$ cat src/rtl/cmem_pp.sv
// Ping-pong coefficient memory: one active bank serves reads while the shadow bank
// is loaded, then the banks swap. Optional word-count check: define CMEM_PP_WCNT_CHECK_EN.
module cmem_pp #(
  parameter int DEPTH  = 64,
  parameter int WIDTH  = 16,
  parameter int ADDR_W = 6
) (
  input  logic              clk2,
  input  logic              rst,
  input  logic              cload,
  input  logic [ADDR_W-1:0] caddr,
  input  logic [WIDTH-1:0]  cin,
  input  logic              load_done,
  input  logic              swap_req,
  input  logic              ren,
  input  logic [ADDR_W-1:0] raddr,
  output logic [WIDTH-1:0]  cout,
  output logic              cvalid,
  output logic              bank_sel,
  output logic              shadow_rdy,
  output logic              swap_ack,
  output logic              load_err
);

  typedef enum logic [1:0] {
    EMPTY = 2'd0,
    LOAD  = 2'd1,
    READY = 2'd2
  } state_t;

  state_t state;

  // Both banks live in one array; the bank index is the address MSB.
  logic [WIDTH-1:0] mem [0:2*DEPTH-1];

  logic wr_en;
  logic swap_go;

  // A READY shadow is frozen; reset blocks writes too.
  assign wr_en   = cload && (state != READY) && !rst;
  assign swap_go = (state == READY) && swap_req;

  always_ff @(posedge clk2) begin
    if (wr_en) begin
      mem[{~bank_sel, caddr}] <= cin;
    end
  end

  // Read uses the pre-edge bank_sel, so a read coinciding with a swap sees the old bank.
  always_ff @(posedge clk2) begin
    if (rst) begin
      cout   <= '0;
      cvalid <= 1'b0;
    end else begin
      cvalid <= ren;
      if (ren) begin
        cout <= mem[{bank_sel, raddr}];
      end
    end
  end

  always_ff @(posedge clk2) begin
    if (rst) begin
      state      <= EMPTY;
      bank_sel   <= 1'b0;
      shadow_rdy <= 1'b0;
      swap_ack   <= 1'b0;
    end else begin
      swap_ack <= 1'b0;
      case (state)
        EMPTY: begin
          if (cload) begin
            state <= LOAD;
          end
        end
        LOAD: begin
          if (load_done) begin
            state      <= READY;
            shadow_rdy <= 1'b1;
          end
        end
        READY: begin
          if (swap_go) begin
            state      <= EMPTY;
            shadow_rdy <= 1'b0;
            bank_sel   <= ~bank_sel;
            swap_ack   <= 1'b1;
          end
        end
        default: begin
          state      <= EMPTY;
          shadow_rdy <= 1'b0;
        end
      endcase
    end
  end

`ifdef CMEM_PP_WCNT_CHECK_EN
  logic [ADDR_W:0] wcnt;
  logic [ADDR_W:0] wcnt_inc;

  // Saturating count of accepted writes, repeated addresses included.
  always_comb begin
    wcnt_inc = wcnt;
    if (wr_en && (wcnt != '1)) begin
      wcnt_inc = wcnt + 1'b1;
    end
  end

  always_ff @(posedge clk2) begin
    if (rst) begin
      wcnt     <= '0;
      load_err <= 1'b0;
    end else begin
      load_err <= 1'b0;
      if (swap_go) begin
        wcnt <= '0;
      end else begin
        wcnt <= wcnt_inc;
      end
      // A write in the same cycle as load_done is counted before the check.
      if ((state == LOAD) && load_done && (wcnt_inc != (ADDR_W+1)'(DEPTH))) begin
        load_err <= 1'b1;
      end
    end
  end
`else
  assign load_err = 1'b0;
`endif

endmodule

$ cat config.mk
export PLATFORM = sky130hd
export DESIGN_NAME = cmem_pp
export DESIGN_NICKNAME = d
export VERILOG_FILES = /design/src/rtl/cmem_pp.sv
export SDC_FILE = /design/constraint.sdc
export NUM_CORES = 2
export LEC_CHECK = 0
export CAP_MARGIN = 20
export CORE_ASPECT_RATIO = 1.4
export CORE_MARGIN = 2
export CORE_UTILIZATION = 50
export CTS_BUF_LIST = sky130_fd_sc_hd__clkbuf_4
export DETAILED_ROUTE_END_ITERATION = 12
export PLACE_DENSITY = 0.65
export SLEW_MARGIN = 25
export SYNTH_ARGS = -nofsm -noshare
export SYNTH_HDL_FRONTEND = slang
export SYNTH_SLANG_ARGS = --single-unit
export TNS_END_PERCENT = 10
$ cat constraint.sdc
create_clock -name clk2 -period 5.4 [get_ports clk2]
set_input_delay 1.08 -clock clk2 [delete_from_list [all_inputs] [get_ports clk2]]
set_output_delay 1.08 -clock clk2 [all_outputs]
set_load 0.1 [all_outputs]
==> run_results.csv <==
group,metric,value,unit
outcome,status,"complete, no violations",
place,place_ws,0.8706,ns
timing,period_share,0.7950,
critical_path,worst_path_largest_cell_delay,1.23,ns
route,routed-via-count,41097,
die,die_w,341.3,µm
timing,final_hold_viol_count,0,
timing,skew,0.09980,ns
yosys,yosys_warnings,0,
finish,drive_gt1_frac,0.3187,
critical_path,critPathKind,"flip-flop to output port",
critical_path,cp_slowest_cell,"clkdlybuf4s50_1",
yosys,synth_commonest_cells,"edfxtp_1, mux4_2, mux2i_1",
cts,cts_buffer_depth,4,
cts,numClockSinks,2070,
yosys,synth_top_cell_by_area,"edfxtp_1",
route,postRouteAntennaNets,0,
place,place.gp.congestion,0.9268,
cts,cts_tree,"built",
timing,fin_tns_setup,0,ns
cts,cts-root-buf,"clkbuf_4",
worst_hold_path,holdPathStages,1,
run,max-cap-violations,0,
global_route,grt.total_usage,0.2579,
critical_path,path_depth,1,
yosys,synth_top_area_frac,0.7722,
worst_hold_path,min-delay-path-class,"input port to flip-flop",
cts,holdBufCountCts,1,
place,hpwl,129.3,mm
die,num_io_pins,55,
die,initial_core_util,0.5026,
critical_path,worst-endpoint-arrival,3.21,ns
finish,area_growth,12.46,%
route,vias_per_cell,6.096,
yosys,yosys.cell_count.top_type,"edfxtp_1",
route,wire_per_inst,31.02,µm
global_route,antenna_found_initial,9,
yosys,yosysUniqueCellTypes,66,
global_route,grt_pass1_vias,42119,
yosys,yosys_register_bits,2070,
global_route,grt_overflow,0,
yosys,syn_area_per_cell,21.64,µm²
finish,layout.nets,4290,
place,io_buffers,53,
critical_path,rr_worst_depth,5,
die,dieArea,162500,µm²
global_route,grt_pass1_wl,295.9,mm
yosys,ys_top_cells_by_area,"edfxtp_1, mux4_2, mux2i_1, o22ai_1, nor2_1",
critical_path,worstPathMaxFanout,3,
route,drt_iter0_drc,4942,
power_and_ir_drop,vdd_drop_max,238.1,µV
cts,cts_setup_buffers,0,
route,drtPass1Iterations,7,
critical_path,crit_buf_inv,1,
critical_path,worstPathCellList,"clkdlybuf4s50_1",
cts,cts-resized-gates,0,
timing,max_freq,232.9,MHz
route,drcViolationCount,0,
timing,worstMarginPinSlew,1.075,ns
yosys,synth_fp_nets,3714,
timing,slew_violations,0,
yosys,synth-edff-count,2048,
critical_path,cp_data_required_time,4.32,ns
timing,slew_headroom,0.2775,
timing,min_period,4.293,ns
die,die_h,476.2,µm
critical_path,critPathTopFamily,"buffers and inverters",
yosys,ys_seq_area_frac,0.7778,
yosys,synth_flop_cell,"edfxtp_1",
cts,htree_levels,5,
die,core_area,158400,µm²
timing,grt_setup_unrepaired,"no",
cts,clk_latency,1.39,ns
power_and_ir_drop,leakagePower,28.78,nW
route,drt-total-wl,209.1,mm
power_and_ir_drop,powerDensity,352.2,nW/µm²
timing,finalSetupViolations,0,
yosys,ys_async_sr_fraction,0,
critical_path,cp-start-kind,"flip-flop",
global_route,grt_max_degree,96,
die,rows,173,
cts,cts.clk_slew.worst_paths,0.07,ns
yosys,syn_area,79640,µm²
cts,numCtsBuffers,478,
yosys,synth_cells,3680,
timing,setup_slack,1.107,ns
critical_path,worstSetupEndpointType,"output port",
metal layers:
layer | routed length (µm) | global-route usage | vias to the layer above
met2 | 106500 | 0.4308 | 2153
met1 | 75920 | 0.3241 | 21437
met5 | 21 | 0 | -
li1 | - | - | 17085
met3 | 17980 | 0.05993 | 418
met4 | 8692 | 0.1100 | 4
cells by family (layout without fill, tap and decap cells):
family,after synthesis,after routing,synth area share
other,1,12,0.00004709
XOR/XNOR,1,1,0.0001100
AND/OR/NAND/NOR,391,391,0.02311
AO/OA/AOI/OAI,378,378,0.03299
flip-flops,2070,2070,0.7778
multiplexers,629,629,0.1493
buffers and inverters,210,1161,0.01669
flip-flops by register name, summed over array words and instances (netlist names):
name        count
mem          2048
cout           16
state           2
bank_sel        1
cvalid          1
shadow_rdy      1
swap_ack        1
where the power goes:
part | switching [mW] | internal, mW
sequential | 0.0481 | 17.7
clock | 5.90 | 6.19
combinational | 1.19 | 0.547
total | 7.14 | 24.4
worst paths after layout:
| check | end | startpoint | slack (ns) |
|---|---|---|---|
| max | cout[2] | cout[2] | 1.11 |
| min | mem[84][2] | cin[2] | 0.13 |
| max reg2reg | mem[37][14] | bank_sel | 2.24 |
| min reg2reg | cout[0] | cout[0] | 0.50 |
layout make-up:
type / instances / area [µm²]
Antenna cell: 11 / 27.53
Clock buffer: 710 / 5330
Clock inverter: 145 / 668.1
Fill cell: 11889 / 68890
Inverter: 2 / 7.507
Multi-Input combinational cell: 1400 / 16410
Sequential cell: 2070 / 61940
Tap cell: 2100 / 2628
Timing Repair Buffer: 304 / 2549
stage by stage:
step	hold WS (ns)	instance area, µm²	power [mW]	util	instances
floorplan	0.4607	79640	18.99	-	3680
global placement	0.4820	83500	19.79	0.5270	5874
detailed placement	0.4914	83490	19.81	0.5269	5874
CTS	0.008913	89490	31.78	0.5648	6730
global route	0.005398	89550	32.65	0.5652	6739
finish	0.1308	89560	31.54	0.5652	6742
layout by cell type, fill, tap and decap left out, types with 12 or more instances in the layout:
master,instances
o21ai_0,45
buf_4,252
a21oi_1,26
clkinv_1,126
o22ai_1,107
a211oi_1,22
nor2b_1,20
nor2_1,166
a22oi_1,60
mux4_2,439
o221ai_1,12
mux2i_1,171
clkbuf_4,710
clkdlybuf4s50_1,30
dfxtp_1,22
nand2_1,63
nand4_1,15
a221oi_1,15
buf_12,12
edfxtp_1,2048
nand2b_1,13
mux2_2,14
nand3_1,42
No activity file was read; power rests on OpenSTA's default activity.
